$ cat src/rtl/display_timing_gen.sv
// Display timing generator: raster position, sync, data enable, line/frame/animate
// strobes and a completed-frame counter, all registered with zero relative latency.
module display_timing_gen #(
    parameter int CORDW  = 10,
    parameter int H_RES  = 640,
    parameter int H_FP   = 16,
    parameter int H_SYNC = 96,
    parameter int H_BP   = 48,
    parameter int V_RES  = 480,
    parameter int V_FP   = 10,
    parameter int V_SYNC = 2,
    parameter int V_BP   = 33,
    parameter int H_POL  = 0,
    parameter int V_POL  = 0,
    parameter int FCW    = 16
) (
    input  logic             clk_pix,
    input  logic             rst,
    output logic [CORDW-1:0] sx,
    output logic [CORDW-1:0] sy,
    output logic             hsync,
    output logic             vsync,
    output logic             de,
    output logic             line,
    output logic             frame,
    output logic             animate,
    output logic [FCW-1:0]   frame_cnt
);

    localparam int H_TOTAL = H_RES + H_FP + H_SYNC + H_BP;
    localparam int V_TOTAL = V_RES + V_FP + V_SYNC + V_BP;

    localparam logic [CORDW-1:0] H_LAST     = CORDW'(H_TOTAL - 1);
    localparam logic [CORDW-1:0] V_LAST     = CORDW'(V_TOTAL - 1);
    localparam logic [CORDW-1:0] H_ACTIVE   = CORDW'(H_RES);
    localparam logic [CORDW-1:0] V_ACTIVE   = CORDW'(V_RES);
    localparam logic [CORDW-1:0] HS_FIRST   = CORDW'(H_RES + H_FP);
    localparam logic [CORDW-1:0] HS_LAST    = CORDW'(H_RES + H_FP + H_SYNC - 1);
    localparam logic [CORDW-1:0] VS_FIRST   = CORDW'(V_RES + V_FP);
    localparam logic [CORDW-1:0] VS_LAST    = CORDW'(V_RES + V_FP + V_SYNC - 1);
    localparam logic             H_ACT_LVL  = (H_POL != 0);
    localparam logic             V_ACT_LVL  = (V_POL != 0);

    logic [CORDW-1:0] sx_q, sx_d;
    logic [CORDW-1:0] sy_q, sy_d;
    logic             hsync_q, hsync_d;
    logic             vsync_q, vsync_d;
    logic             de_q, de_d;
    logic             line_q, line_d;
    logic             frame_q, frame_d;
    logic             animate_q, animate_d;
    logic [FCW-1:0]   frame_cnt_q, frame_cnt_d;
    logic             first_q, first_d;

    // Decode flags from the next position so they register alongside it.
    always_comb begin
        sx_d        = sx_q + 1'b1;
        sy_d        = sy_q;
        frame_cnt_d = frame_cnt_q;
        first_d     = first_q;

        if (sx_q == H_LAST) begin
            sx_d = '0;
            sy_d = (sy_q == V_LAST) ? '0 : sy_q + 1'b1;
        end

        hsync_d   = ((sx_d >= HS_FIRST) && (sx_d <= HS_LAST)) ? H_ACT_LVL : ~H_ACT_LVL;
        vsync_d   = ((sy_d >= VS_FIRST) && (sy_d <= VS_LAST)) ? V_ACT_LVL : ~V_ACT_LVL;
        de_d      = (sx_d < H_ACTIVE) && (sy_d < V_ACTIVE);
        line_d    = (sx_d == '0);
        frame_d   = line_d && (sy_d == '0);
        animate_d = line_d && (sy_d == V_ACTIVE);

        // The frame that starts right after reset is not a completed frame.
        if (frame_d) begin
            if (first_q) begin
                first_d = 1'b0;
            end else begin
                frame_cnt_d = frame_cnt_q + 1'b1;
            end
        end
    end

    always_ff @(posedge clk_pix) begin
        if (rst) begin
            sx_q        <= H_LAST;
            sy_q        <= V_LAST;
            hsync_q     <= ~H_ACT_LVL;
            vsync_q     <= ~V_ACT_LVL;
            de_q        <= 1'b0;
            line_q      <= 1'b0;
            frame_q     <= 1'b0;
            animate_q   <= 1'b0;
            frame_cnt_q <= '0;
            first_q     <= 1'b1;
        end else begin
            sx_q        <= sx_d;
            sy_q        <= sy_d;
            hsync_q     <= hsync_d;
            vsync_q     <= vsync_d;
            de_q        <= de_d;
            line_q      <= line_d;
            frame_q     <= frame_d;
            animate_q   <= animate_d;
            frame_cnt_q <= frame_cnt_d;
            first_q     <= first_d;
        end
    end

    assign sx        = sx_q;
    assign sy        = sy_q;
    assign hsync     = hsync_q;
    assign vsync     = vsync_q;
    assign de        = de_q;
    assign line      = line_q;
    assign frame     = frame_q;
    assign animate   = animate_q;
    assign frame_cnt = frame_cnt_q;

endmodule

$ cat config.mk
export PLATFORM = sky130hd
export DESIGN_NAME = display_timing_gen
export DESIGN_NICKNAME = d
export VERILOG_FILES = /design/src/rtl/display_timing_gen.sv
export SDC_FILE = /design/constraint.sdc
export NUM_CORES = 1
export LEC_CHECK = 0
export CORE_UTILIZATION = 52
export DETAILED_ROUTE_END_ITERATION = 8
export GPL_TIMING_DRIVEN = 0
export PLACE_DENSITY = 0.78
export SYNTH_ARGS = -nofsm -noshare
export SYNTH_HDL_FRONTEND = slang
export SYNTH_SLANG_ARGS = --single-unit
$ cat constraint.sdc
create_clock -name clk_pix -period 6.1 [get_ports clk_pix]
set_input_delay 0.915 -clock clk_pix [delete_from_list [all_inputs] [get_ports clk_pix]]
set_output_delay 0.915 -clock clk_pix [all_outputs]
set_load 0.005 [all_outputs]
==> results of run 1 <==
-- flip-flops by register name, summed over array words and instances (netlist names) --
signal and cells:
frame 1, first_q 1, sx 10, vsync 1, de 1, animate 1, frame_cnt 16, line 1
sy 10, hsync 1
-- kinds of logic after synthesis --
logic type	after synthesis	synth area share, %
compound gates	51	14.0
xor+xnor	14	4.34
fa+ha+maj	6	2.66
mux	15	6.73
simple gates	169	36.3
buf+inv	31	5.44
flops	43	30.5
-- cell usage after synthesis, drive strengths merged, types with 2 or more instances --
| cell | n | area (um2) |
|---|---|---|
| a21o | 6 | 46.3 |
| a21oi | 12 | 75.1 |
| a22oi | 2 | 15.0 |
| a31o | 2 | 17.5 |
| and3 | 9 | 56.3 |
| and4bb | 2 | 25.0 |
| buf | 15 | 93.8 |
| clkbuf | 7 | 26.3 |
| dfxtp | 43 | 861 |
| ha | 6 | 75.1 |
| inv | 9 | 33.8 |
| mux2 | 14 | 180 |
| nand2 | 21 | 81.3 |
| nand2b | 3 | 18.8 |
| nand3 | 17 | 85.1 |
| nand3b | 2 | 40.0 |
| nand4 | 10 | 68.8 |
| nand4b | 2 | 32.5 |
| nor2 | 38 | 143 |
| nor2b | 17 | 106 |
| nor3 | 15 | 105 |
| nor3b | 2 | 20.0 |
| nor4 | 16 | 121 |
| o2111ai | 3 | 43.8 |
| o21ai | 12 | 71.3 |
| o21ba | 2 | 20.0 |
| o31ai | 2 | 15.0 |
| or3 | 3 | 18.8 |
| or4 | 3 | 26.3 |
| xnor2 | 9 | 78.8 |
| xor2 | 5 | 43.8 |
-- layout by cell type, fill, tap and decap left out, types with 2 or more instances in the layout --
cell type,Yosys,layout
nor2b_1,17,17
nor3_2,6,6
mux2_1,8,8
o31ai_1,2,2
inv_1,9,9
and3_1,9,9
o2111ai_1,2,2
o21ba_2,2,2
nand2b_1,3,3
xor2_1,5,5
nand3b_4,2,2
nand3_1,17,17
clkdlybuf4s50_1,0,42
nor2_1,38,38
nand2_1,20,20
clkbuf_8,0,5
nand4_1,9,9
xnor2_1,9,9
or4_1,2,2
dfxtp_1,43,43
or3_1,3,3
buf_2,9,9
buf_1,2,2
a21o_1,5,5
ha_1,6,6
nor3_1,9,9
a22oi_1,2,2
nor4_1,14,14
a31o_2,2,2
mux2_4,6,6
buf_6,3,3
a21oi_1,10,10
clkbuf_1,7,8
o21ai_0,11,11
-- path summary, 6_finish.rpt --
| check | endpoint | slack, ps | cells past startpoint |
|---|---|---|---|
| worst min-delay path | frame_cnt[1] | 530 | 2 |
| worst min register to register | frame_cnt[1] | 530 | 2 |
| worst max register to register | frame_cnt[11] | 2760 | 9 |
| worst max-delay path | frame_cnt[11] | 2760 | 9 |
-- layer usage --
layer,vias to the layer above,wire length [um],track usage [%]
met5,-,0,0
met4,0,117,8.85
met3,10,380,4.23
met2,89,3230,41.2
met1,1249,3130,34.1
li1,1288,-,-
-- cell type report --
| class | count | share of cell area, % |
|---|---|---|
| Buffer | 22 | 3.51 |
| Clock buffer | 6 | 2.12 |
| Clock inverter | 2 | 0.366 |
| Inverter | 9 | 0.988 |
| Multi-Input combinational cell | 255 | 53.0 |
| Sequential cell | 43 | 25.2 |
| Tap cell | 70 | 2.56 |
| Timing Repair Buffer | 42 | 12.3 |
-- power by group through the flow --
stage	registers (mW)	clock network, mW	logic [mW]
final	0.353	0.185	0.690
after floorplan	0.356	0	0.501
after detailed placement	0.359	0	0.680
after global routing	0.360	0.199	0.748
after global placement	0.358	0	0.673
after CTS	0.353	0.187	0.688
-- worst register-to-register path, cell delays in order (launching register included) --
cell,delay (ps)
dfxtp_1,460
ha_1,330
nand4_2,200
buf_2,250
nor4_1,370
mux2i_1,400
o31ai_1,230
nand3b_4,260
nor4_1,380
mux2_1,360
-- through the flow --
step           hold WS [ps]  setup slack (ps)  power [mW]  std cells  area, um2
3_5_place_dp            509              2850        1.04        441       3330
5_1_grt                 566              2540        1.31        449       3420
3_3_place_gp            498              2860        1.03        441       3330
2_1_floorplan           490              3410       0.857        329       2830
4_1_cts                 535              2810        1.23        449       3420
6_report                530              2760        1.23        449       3420
==> run metrics, run 1 <==
Comb pwr share=56.2%; Initial Util=54.6%; Worst IR Drop VDD=0.000230 V; setup TNS=0 ps; Post-Syn Area=2830 um2; CP Class=reg -> reg; Worst Tran Pin Value=780 ps; leakage=1.32 nW; Remaining DRCs=0; hold path start=frame_cnt[1]; Fmax=300 MHz; cts bufs inserted=5; Max FO, Critical Path=10; Mapped Nets=337; Cell variety after synth=69; chip width=75.7 um; critical path launch point=sx[1]; n_diodes=0; RSZ-0062 raised after global routing=false; Crit path arrival time=3530 ps; DP Wirelength=4840 um; final hold vios=0; share of cells above drive strength 1=13.7%; Yosys warnings=0; Net Sw Frac=43.6%; maxcap violations=0; register area share after synthesis=30.5%; Final Util=66.1%; largest stage delay on the critical path=460 ps; Top FF cell, synth=dfxtp_1; buffers plus inverters on the worst setup path=1; vias in the first global route=2320; Die Ht=75.7 um; relative slew slack=47.5%; full die area=5730 um2; detailed router's first-iteration violation count=177; crit-path cells=ha_1 > nand4_2 > buf_2 > nor4_1 > mux2i_1 > o31ai_1 > nand3b_4 > nor4_1 > mux2_1; I/O pin cnt=44; Tmin final=3340 ps; Clock Skew=10.3 ps; postcts setup bufs=0; initial antenna violation count=0; part of the cycle the worst path needs=54.7%; Avg Synthesized Cell Area=8.59 um2; I/O Buffers=42; # fillers=448; crit-path most repeated cell=nor4_1; Post-synth ARST share=0%; Clk Latency, worst-skew pair=300 ps; DR WL/cell=15.3 um; Core Area=5170 um2; RR Startpoint=sx[1]; vias per inst=5.87; status=finished clean; Critical Path Start Type=register; Clock transition at path regs=90 ps; CTS root buffer=clkbuf_8; row count=26; post-cts sizing count=0; #FFs+latches synth=43; Psw=0.536 mW; worst path required time=6290 ps; CP endpoint kind=register; CTS tree=built; Placer Congestion=0.939; Max clock buf depth=2; multi-input logic area=1810 um2; EDFF count, synth=0; Total Routing Usage GR=25.3%; global route total overflow=0; clk sinks=43; worst hold-check path type=reg -> reg; Worst path slowest cell=dfxtp_1; power per cell area=359 nW/um2; Pins Over Slew Limit=0; register area=861 um2; Clock Power Share=15.0%; area delta synth->final=21.0%; TritonRoute pass-1 iters=4; P_int=0.692 mW; total wire length=6860 um; largest net degree at the start of global routing=14; # setup viols final=0; synthesized instance count=329; Crit path max-delay family=simple AND/OR/NAND/NOR gates; via count=2636; # H-tree levels=2; cts hold-fix bufs=0; nets@finish=386; Reg power frac=28.7%; first-pass GRT wire length=11000 um; antenna-violating nets left=0
(Power assumes the default switching activity.)
==> run 2, diff against run 1 <==
--- a/config.mk
+++ b/config.mk
@@ -5,10 +5,10 @@
 export SDC_FILE = /design/constraint.sdc
 export NUM_CORES = 1
 export LEC_CHECK = 0
-export CORE_UTILIZATION = 52
+export CORE_UTILIZATION = 49
 export DETAILED_ROUTE_END_ITERATION = 8
 export GPL_TIMING_DRIVEN = 0
-export PLACE_DENSITY = 0.78
+export PLACE_DENSITY = 0.77
 export SYNTH_ARGS = -nofsm -noshare
 export SYNTH_HDL_FRONTEND = slang
 export SYNTH_SLANG_ARGS = --single-unit
==> constraint.sdc (replaced) <==
create_clock -name clk_pix -period 3 [get_ports clk_pix]
set_input_delay 0.45 -clock clk_pix [delete_from_list [all_inputs] [get_ports clk_pix]]
set_output_delay 0.45 -clock clk_pix [all_outputs]
set_load 0.005 [all_outputs]
==> run 2 against run 1 <==
Wire length about the same; largest power group unchanged; flip-flop and latch count unchanged; clock power up 88%; worst hold slack worse by 3.4 ps; via count about the same.
==> run metrics, run 2 (synthesis gave the netlist of run 1 again) <==
clk sinks=43; commonest non-fill, non-tap cells in the layout=clkdlybuf4s50_1 (42), dfxtp_1 (41), nor2_1 (38); Max clock buf depth=2; chip width=78.0 um; critical path launch point=sx[1]; power per cell area=730 nW/um2; global route total overflow=0; Total Routing Usage GR=22.7%; total wire length=6850 um; initial antenna violation count=0; Critical Path End=frame_cnt[13]; CTS root buffer=clkbuf_8; pre-CTS WS=-182 ps; I/O Buffers=42; relative slew slack=59.3%; setup TNS=0 ps; final instance count without filler cells=454; Comb pwr share=58.9%; Cells after DPL=443; # fillers=483; # setup viols final=0; via count=2635; WHS=526 ps; I/O pin cnt=44; Die Ht=78.0 um; status=finished clean; vias per inst=5.80; DP Wirelength=4800 um; largest net degree at the start of global routing=12; cts hold-fix bufs=0; # H-tree levels=2; Max FO, Critical Path=10; row count=27; commonest non-fill, non-tap cell in the layout=clkdlybuf4s50_1; Worst IR Drop VDD=0.000434 V; RR Endpoint=frame_cnt[13]; DR WL/cell=15.1 um; worst path required time=3190 ps; worst hold-check path type=reg -> reg; reg2reg path depth=9; part of the cycle the worst path needs=96.1%; Critical Path Start Type=register; nets@finish=391; share of cells above drive strength 1=17.8%; n_diodes=0; antenna-violating nets left=0; Tmin final=2880 ps; R2R setup slack=120 ps; TritonRoute pass-1 iters=4; Psw=1.17 mW; Net Sw Frac=44.8%; Clock Power Share=13.4%; cts bufs inserted=5; Initial Util=51.0%; Fmax=347 MHz; Reg power frac=27.7%; first-pass GRT wire length=11000 um; leakage=1.40 nW; maxcap violations=0; detailed router's first-iteration violation count=145; Core Area=5540 um2; CTS tree=built; Largest register FFs=16; CP Class=reg -> reg; full die area=6080 um2; hold path start=frame_cnt[0]; vias in the first global route=2248; Pins Over Slew Limit=0; final hold vios=0; Design Power=2.60 mW; RR Startpoint=sx[1]; P_int=1.44 mW; RSZ-0062 raised after global routing=false; Crit path arrival time=3070 ps; Clock transition at path regs=80 ps; Placer Congestion=0.946; Clock Skew=3.36 ps; Remaining DRCs=0; Worst Tran Pin Value=610 ps; Clk Latency, worst-skew pair=300 ps; final worst slack=118 ps; CP endpoint kind=register; area delta synth->final=26.2%
run 2: worst min path at each step:
| stage | endpoint | slack [ps] | cells after the start |
|---|---|---|---|
| 4_1_cts | frame_cnt[0] | 530 | 2 |
| 3_3_place_gp | frame_cnt[1] | 500 | 2 |
| 3_5_place_dp | frame_cnt[0] | 520 | 2 |
| 6_report | frame_cnt[0] | 530 | 2 |
| 2_1_floorplan | frame_cnt[1] | 490 | 2 |
| 5_1_grt | frame_cnt[1] | 560 | 2 |
run 2: timing repair:
item                                   CTS  global route
endpoints found under the hold margin    0             0
gates resized for setup                  5            16
gates cloned                             0             1
setup endpoints to repair               16            16
buffers inserted                         3             1
pin swaps                                1             0
run 2: worst max-delay path, stage by stage (launching register included):
cell	delay [ps]
dfxtp_2	400
ha_2	250
nand4_2	190
buf_4	240
nor4_4	240
mux2i_2	350
o31ai_4	160
nand3b_4	220
nor4_1	360
mux2_1	350
run 2: power groups by stage:
| stage | clock [mW] | combinational [mW] | sequential (mW) |
|---|---|---|---|
| 2_1_floorplan | 0 | 1.02 | 0.724 |
| 3_3_place_gp | 0 | 1.37 | 0.726 |
| 3_5_place_dp | 0 | 1.39 | 0.731 |
| 4_1_cts | 0.363 | 1.43 | 0.719 |
| 5_1_grt | 0.377 | 1.65 | 0.735 |
| 6_report | 0.348 | 1.53 | 0.720 |
run 2: layout make-up:
type                            instances  area, um2  area share [%]
Buffer                                 22        123            3.44
Multi-Input combinational cell        256       1930            54.2
Clock buffer                            6       72.6            2.03
Sequential cell                        43        863            24.2
Inverter                                9       33.8           0.947
Tap cell                               72       90.1            2.53
Timing Repair Buffer                   46        450            12.6
run 2: layer usage:
metal | wire, um | track usage [%] | up-vias
li1 | - | - | 1296
met5 | 0 | 0 | -
met4 | 89 | 6.30 | 0
met1 | 3220 | 31.1 | 1242
met2 | 3180 | 36.5 | 85
met3 | 365 | 3.76 | 12
run 2: per-stage QoR:
stage | cell area (um2) | utilization [%]
after detailed placement | 3340 | 60.2
after global routing | 3570 | 64.4
after floorplan | 2830 | -
after CTS | 3460 | 62.4
final | 3570 | 64.4
after global placement | 3340 | 60.2
